File: config.mk
export PLATFORM = sky130hd
export DESIGN_NAME = tmr_evt_ctrl
export DESIGN_NICKNAME = d
export VERILOG_FILES = /design/src/rtl/pkg_sfrs_definition.sv /design/src/rtl/tmr_evt_postscaler.sv /design/src/rtl/tmr_evt_ctrl.sv
export SDC_FILE = /design/constraint.sdc
export NUM_CORES = 1
export LEC_CHECK = 0
export CAP_MARGIN = 25
export CORE_AREA = 2 2 63 65
export DETAILED_ROUTE_END_ITERATION = 16
export DIE_AREA = 0 0 65 67
export HOLD_SLACK_MARGIN = 0.06
export PLACE_DENSITY = 0.73
export SYNTH_ARGS = -nofsm -noshare
export SYNTH_HDL_FRONTEND = slang
export SYNTH_SLANG_ARGS = --single-unit
export TNS_END_PERCENT = 10
File: constraint.sdc
create_clock -name sys_clk -period 1.5 [get_ports sys_clk]
set_input_delay 0.3 -clock sys_clk [delete_from_list [all_inputs] [get_ports sys_clk]]
set_output_delay 0.3 -clock sys_clk [all_outputs]
set_load 0.02 [all_outputs]
File: src/rtl/pkg_sfrs_definition.sv
// Shared definitions for the timer event controller: control SFR layout,
// IRQ FSM states, interrupt source encoding and source-selection helpers.
package pkg_sfrs_definition;

  localparam int CTRL_PS_W = 4;

  typedef enum logic [1:0] {
    ST_IDLE     = 2'd0,
    ST_REQ      = 2'd1,
    ST_WAIT_CLR = 2'd2
  } irq_state_t;

  localparam logic [1:0] SRC_NONE   = 2'd0;
  localparam logic [1:0] SRC_MATCH0 = 2'd1;
  localparam logic [1:0] SRC_MATCH1 = 2'd2;
  localparam logic [1:0] SRC_OVF    = 2'd3;

  // int_en occupies bits [2:0]; everything above ps_ovf is reserved
  typedef struct packed {
    logic [CTRL_PS_W-1:0] ps_ovf;
    logic [CTRL_PS_W-1:0] ps_match1;
    logic [CTRL_PS_W-1:0] ps_match0;
    logic [1:0]           trig_sel;
    logic [2:0]           int_en;
  } tmr_evt_ctrl_t;

  localparam int CTRL_W = $bits(tmr_evt_ctrl_t);

  function automatic logic [1:0] irq_prio(input logic [2:0] pend);
    if (pend[2])      return SRC_OVF;
    else if (pend[0]) return SRC_MATCH0;
    else if (pend[1]) return SRC_MATCH1;
    else              return SRC_NONE;
  endfunction

  function automatic logic src_bit(input logic [1:0] src, input logic [2:0] vec);
    case (src)
      SRC_MATCH0: return vec[0];
      SRC_MATCH1: return vec[1];
      SRC_OVF:    return vec[2];
      default:    return 1'b0;
    endcase
  endfunction

endpackage

File: src/rtl/tmr_evt_postscaler.sv
// Rising-edge detector plus postscaler for one timer event source.
module tmr_evt_postscaler #(
  parameter int PS_W = 4
) (
  input  logic            clk,
  input  logic            rst,
  input  logic            clk_en,
  input  logic            evt,
  input  logic [PS_W-1:0] ps,
  output logic            qual
);

  logic            evt_p0;
  logic [PS_W-1:0] cnt_p0;
  logic            edge_det;
  logic            reach;

  assign edge_det = evt & ~evt_p0;
  // Compare with >= so that lowering ps below the running count fires on the next edge
  assign reach    = (cnt_p0 >= ps);
  assign qual     = clk_en & edge_det & reach;

  // Stage p0: input sample and edge counter
  always_ff @(posedge clk) begin
    if (rst) begin
      evt_p0 <= 1'b0;
      cnt_p0 <= '0;
    end else if (clk_en) begin
      evt_p0 <= evt;
      if (edge_det) begin
        cnt_p0 <= reach ? '0 : cnt_p0 + 1'b1;
      end
    end
  end

endmodule

File: src/rtl/tmr_evt_ctrl.sv
// Timer event controller: postscaled event flags, trigger pulse and a
// three-state interrupt request handshake.
module tmr_evt_ctrl
  import pkg_sfrs_definition::*;
#(
  parameter int DATA_WIDTH = 32,
  parameter int PS_W       = 4
) (
  input  logic                  sys_clk,
  input  logic                  sys_rst,
  input  logic                  sys_clk_en,
  input  logic                  match0_event,
  input  logic                  match1_event,
  input  logic                  ovf_event,
  input  logic [DATA_WIDTH-1:0] evt_ctrl,
  input  logic [2:0]            flag_clr,
  input  logic                  irq_ack,
  output logic [2:0]            flags,
  output logic                  irq,
  output logic [1:0]            irq_src,
  output logic                  trig_out
);

  tmr_evt_ctrl_t   ctrl;
  logic [2:0]      evt_in;
  logic [2:0]      qual;
  logic [PS_W-1:0] ps [3];
  logic [2:0]      pending;
  logic            trig_hit;
  logic            unused_rsvd;
  irq_state_t      state;

  assign ctrl        = evt_ctrl[CTRL_W-1:0];
  assign unused_rsvd = ^evt_ctrl[DATA_WIDTH-1:CTRL_W];

  assign evt_in = {ovf_event, match1_event, match0_event};
  assign ps[0]  = PS_W'(ctrl.ps_match0);
  assign ps[1]  = PS_W'(ctrl.ps_match1);
  assign ps[2]  = PS_W'(ctrl.ps_ovf);

  for (genvar i = 0; i < 3; i++) begin : g_ps
    tmr_evt_postscaler #(.PS_W(PS_W)) u_ps (
      .clk    (sys_clk),
      .rst    (sys_rst),
      .clk_en (sys_clk_en),
      .evt    (evt_in[i]),
      .ps     (ps[i]),
      .qual   (qual[i])
    );
  end

  assign trig_hit = src_bit(ctrl.trig_sel, qual);
  assign pending  = flags & ctrl.int_en;

  // Stage p1: sticky flags and trigger pulse (set beats clear)
  always_ff @(posedge sys_clk) begin
    if (sys_rst) begin
      flags    <= '0;
      trig_out <= 1'b0;
    end else if (sys_clk_en) begin
      flags    <= (flags & ~flag_clr) | qual;
      trig_out <= trig_hit;
    end
  end

  // Stage p2: interrupt request FSM
  always_ff @(posedge sys_clk) begin
    if (sys_rst) begin
      state   <= ST_IDLE;
      irq     <= 1'b0;
      irq_src <= SRC_NONE;
    end else if (sys_clk_en) begin
      case (state)
        ST_IDLE: begin
          if (|pending) begin
            state   <= ST_REQ;
            irq     <= 1'b1;
            irq_src <= irq_prio(pending);
          end
        end
        ST_REQ: begin
          if (irq_ack) begin
            state <= ST_WAIT_CLR;
            irq   <= 1'b0;
          end
        end
        ST_WAIT_CLR: begin
          if (!src_bit(irq_src, flags)) begin
            state   <= ST_IDLE;
            irq_src <= SRC_NONE;
          end
        end
        default: begin
          state   <= ST_IDLE;
          irq     <= 1'b0;
          irq_src <= SRC_NONE;
        end
      endcase
    end
  end

endmodule

# Yosys cells after proc, flatten, opt, wreduce, memory -nomap -nowiden
# Index checks and enable logic that the tools add are counted.
[totals]
register_bits = 24
input_bits = 42
out_inout_bits = 7
wordCells = 74
[op_classes]
addsub = 3
magnitude_cmp = 3
n_eq_ne = 11
mux = 20
bitwise = 18
n_reduce_logical = 8
[ops]
columns = ["cell", "count"]
rows = [
  ["2-bit 2-to-1 mux", 7],
  ["4-bit by 1-bit adder with 4-bit output (second input constant)", 3],
  ["4-bit greater-or-equal comparator", 3],
  ["4-bit 2-to-1 mux", 3],
  ["2-bit case mux with 3 select lines", 2],
  ["4-bit AND reduction", 3],
  ["2-bit == test (second input constant)", 5],
  ["1-bit bitwise AND", 9],
  ["1-bit case mux with 3 select lines", 3],
  ["3-bit bitwise AND", 2],
  ["2-bit by 1-bit == test with 1-bit output (second input constant)", 3],
  ["2-bit inequality test (second input constant)", 3],
  ["2-bit AND reduction", 3],
  ["1-bit 2-to-1 mux", 5],
  ["1-bit NOT", 5],
  ["3-bit NOT", 1],
  ["3-bit bitwise OR", 1],
  ["3-bit OR reduction", 1],
  ["2-bit logical NOT", 1],
]

# Depth between registers and ports, before layout
# Gate-level depths: netlist (run 1).
[logic_depth]
depth_word = 7
mapped_depth = 7
depth_no_buf = 7

# Modules after synthesis
# Synthesis (run 1) repeated with hierarchy kept, for this count alone.
[hier_totals]
cells_unflattened = 176
hier_area_um2 = 1541.5
[modules_own_cells]
columns = ["module", "n_inst", "cells_each", "area_each_um2", "seq_area_each_um2"]
rows = [
  ["tmr_evt_postscaler at g_ps[1].u_ps ...", 2, 42, 354.1, 100.1],
  ["tmr_evt_ctrl", 1, 50, 467.9, 180.2],
  ["tmr_evt_postscaler at g_ps[0].u_ps", 1, 42, 365.4, 100.1],
]

# Least setup slack after synthesis (run 1)
# OpenSTA, ideal clock, no wires.
[synth_timing]
kind = "register to register"
from = "register g_ps[0].u_ps.cnt_p0[0]"
to = "register g_ps[0].u_ps.cnt_p0[0]"
setup_time_ns = 0.064
arrival_time_ns = 1.565
required_time_ns = 1.436
path_slack_ns = -0.129
stages_incl_launch_ff = 8
n_path_buf = 0
period_less_slack_ns = 1.629
path_cell_list = "dfxtp_1 > inv_1 > ha_1 > nand2b_4 > a2111oi_4 > nor2_2 > or2_4 > nor2_1"
[synth_between]
elab_chain_cells = 2
elab_cells_between_ends = 3
classes_between = "add/sub (1); order compare (1); mux (1)"
[synth_lines]
columns = ["element", "line_no", "source"]
rows = [
  ["from (decl)", "tmr_evt_postscaler.sv:14", "logic [PS_W-1:0] cnt_p0;"],
  ["from (signal assigned)", "tmr_evt_postscaler.sv:31", "cnt_p0 <= reach ? '0 : cnt_p0 + 1'b1;"],
  ["4-bit by 1-bit adder with 4-bit output or 4-bit greater-or-equal comparator (tied branches)", "tmr_evt_postscaler.sv:31, tmr_evt_postscaler.sv:20", ""],
  ["4-bit 2-to-1 mux (*)", "tmr_evt_postscaler.sv:31", ""],
]
# Every way passes the cells marked *; elsewhere a longest branch is shown, timed or not.
# A chain may end at the register's enable or synchronous reset.

# Final worst setup path (run 1)
[layout_timing]
from = "input port evt_ctrl[10]"
to = "register g_ps[1].u_ps.cnt_p0[0]"
[layout_between]
elab_chain_cells = 2
[layout_lines]
columns = ["element", "line_no", "source"]
rows = [
  ["from (decl)", "tmr_evt_ctrl.sv:15", "input logic [DATA_WIDTH-1:0] evt_ctrl,"],
  ["4-bit greater-or-equal comparator", "tmr_evt_postscaler.sv:20", "assign reach = (cnt_p0 >= ps);"],
  ["4-bit 2-to-1 mux", "tmr_evt_postscaler.sv:31", ""],
  ["to (signal assigned)", "tmr_evt_postscaler.sv:31", ""],
  ["to (decl)", "tmr_evt_postscaler.sv:14", ""],
]
# No other way between the ends.

==> reports/qor.csv, run 1 <==
metric;value;unit
path_max_fanout;4;
async_reset_ff_frac;0;
power.density;738;mW/mm^2
final_cell_mix;25 x buf_4, 22 x dfxtp_1, 21 x nor2_1;
p_sw;0.384;mW
ys_seq_area_frac;0.335;
vias_per_cell;4.65;
die-width;65;um
rsz0062_at_grt;true;
io_buffers;33;
insertion_delay;270;ps
fin_util;0.605;
fin_nets;277;
fin_worst_skew;7.17;ps
syn_to_final_growth;52.1;%
syn_nets;219;
grt_max_degree;15;
fmax;613;MHz
hold_path.class;primary input to flip-flop;
timing.setup.tns;-577;ps
synth_cell_types;30;
drv_cap;0;
drt-initial-drc-count;28;
wl;3090;um
diodes;0;
clkTransAtPathRegs;90;ps
violations;negative setup slack;
irDropWorstVdd;774;uV
setup_viol;10;
cts_made_buffers;3;
tightest_slew;400;ps
grt_pass1_wl;5380;um
syn_area;0.00143;mm^2
drt_first_pass_iters;4;
cp.required;1700;ps
cts.htree.levels;1;
final_common_cell;buf_4;
antenna_found_initial;0;
p_leak;0.988;nW
synth_flop_cell;dfxtp_1;
ant_nets;0;
num_vias;1242;
cts_root_buf;clkbuf_8;
relSlewSlack;0.732;
drv_slew;0;
cp-start-kind;primary input;
worstSetupPathType;primary input to flip-flop;
hold-worst-slack;493;ps
critical_path_arrival;1830;ps
power;1.61;mW
fillers;316;
synthCells;162;
clkPwrFrac;0.354;
fin_ws;-131;ps
num_rows;22;
initial_core_util;0.398;
dieHeight;67;um
cts_tree;done;
dp_cells;261;
post_route_cells_drive_above_1_share;0.301;
overflow;0;
combPwrFrac;0.223;
yosys_warnings;0;
swShare;0.238;
hpwl;2430;um
ios;49;
clock_path_buffers;2;
wl_per_cell;11.6;um
track_usage;0.155;
drc;0;
cts_sinks;24;
status;finished, violations left;
post-route-min-period;1630;ps
synth_edf_count;0;
ys_ff_latch;24;
gp_congestion;0.726;
core;0.00361;mm^2
hold_violations;0;
first_global_vias;1284;
avgSynthCellArea;8.85;um^2
period_share;1.09;
end_kind;flip-flop;
seqPwrFrac;0.423;
fp.dieArea;0.00436;mm^2
instances_no_fill;267;
p_int;1.23;mW
-- sequential cells by signal, summed over array words and instances (netlist names) --
name	count
flags	3
g_ps.u_ps.cnt_p0	12
g_ps.u_ps.evt_p0	3
irq	1
irq_src	2
state	2
trig_out	1
-- power by group through the flow --
stage,sequential (mW),clock (mW),combinational [mW]
after global placement,0.695,0,0.319
final,0.682,0.570,0.359
after detailed placement,0.695,0,0.326
after CTS,0.682,0.581,0.346
after global routing,0.686,0.603,0.396
after floorplan,0.702,0,0.171
-- critical path, stage by stage --
cell	delay (ps)
clkdlybuf4s50_1	450
inv_1	60
ha_4	240
a2111oi_4	330
nor2_2	70
or2_4	260
nor2_1	110
-- timing repair --
| action | 4_1_cts | 5_1_grt |
|---|---|---|
| setup endpoints to repair | 23 | 20 |
| pin swaps | 20 | 16 |
| hold buffers | 0 | 0 |
| buffers inserted | 2 | 0 |
| hold endpoints to repair | 0 | 0 |
| gates resized for setup | 20 | 23 |
-- Yosys cell counts (2+ instances only) --
cell type | count | area, um^2
a2111oi_4 | 2 | 55.1
a21oi_1 | 8 | 40.0
and3b_1 | 4 | 35.0
buf_2 | 4 | 20.0
dfxtp_1 | 24 | 480
ha_1 | 15 | 188
inv_1 | 15 | 56.3
mux2i_1 | 8 | 80.1
nand2_1 | 12 | 45.0
nand2b_1 | 2 | 12.5
nand2b_4 | 2 | 27.5
nand4_1 | 3 | 18.8
nor2_1 | 27 | 101
nor2_2 | 2 | 12.5
nor3_1 | 6 | 30.0
o21a_1 | 3 | 22.5
o21ai_1 | 4 | 20.0
or2_4 | 2 | 17.5
xnor2_1 | 3 | 26.3
xor2_1 | 6 | 52.6
-- worst paths after layout --
kind	startpoint	end	slack, ps	cells past startpoint
max reg2reg	g_ps[1].u_ps.cnt_p0[0]	g_ps[1].u_ps.cnt_p0[0]	-120	7
min reg2reg	g_ps[1].u_ps.evt_p0	g_ps[1].u_ps.evt_p0	490	2
max	evt_ctrl[10]	g_ps[1].u_ps.cnt_p0[0]	-130	7
min	sys_clk_en	g_ps[2].u_ps.evt_p0	490	3
-- kinds of logic after synthesis --
logic type / share of synthesized area
DFF: 0.335
and+or+nand+nor: 0.244
buffers and inverters: 0.0558
muxes: 0.0558
adders and majority gates: 0.131
xor gates and xnor gates: 0.0550
AOI/OAI and AO/OA: 0.123
-- metrics by stage --
step | worst slack [ps] | instance area (um^2)
finish | -131 | 2180
global route | -211 | 2180
CTS | -156 | 2110
detailed placement | -570 | 1980
global placement | -465 | 1980
floorplan | -27.5 | 1440
-- per-layer routing --
metal / up-vias / GRT usage / part of all wire
li1: 661 / - / -
met1: 560 / 0.183 / 0.44
met2: 19 / 0.296 / 0.52
met3: 2 / 0.0321 / 0.033
met4: 0 / 0.0160 / 0.0045
met5: - / 0 / 0
-- area by class of cell --
type	count	area [um^2]	share of cell area
Multi-Input combinational cell	118	990	0.454
Timing Repair Buffer	58	520	0.239
Sequential cell	24	483	0.221
Clock buffer	3	41.3	0.0189
Tap cell	48	60.1	0.0275
Clock inverter	1	30.0	0.0138
Inverter	15	56.3	0.0258
Power figures use the tool's default switching activity.
==> run 2: changes to the inputs <==
- CAP_MARGIN: 25 -> 10
==> results of run 2 <==
Final layout, timing and power as in run 1 (identical DEF).
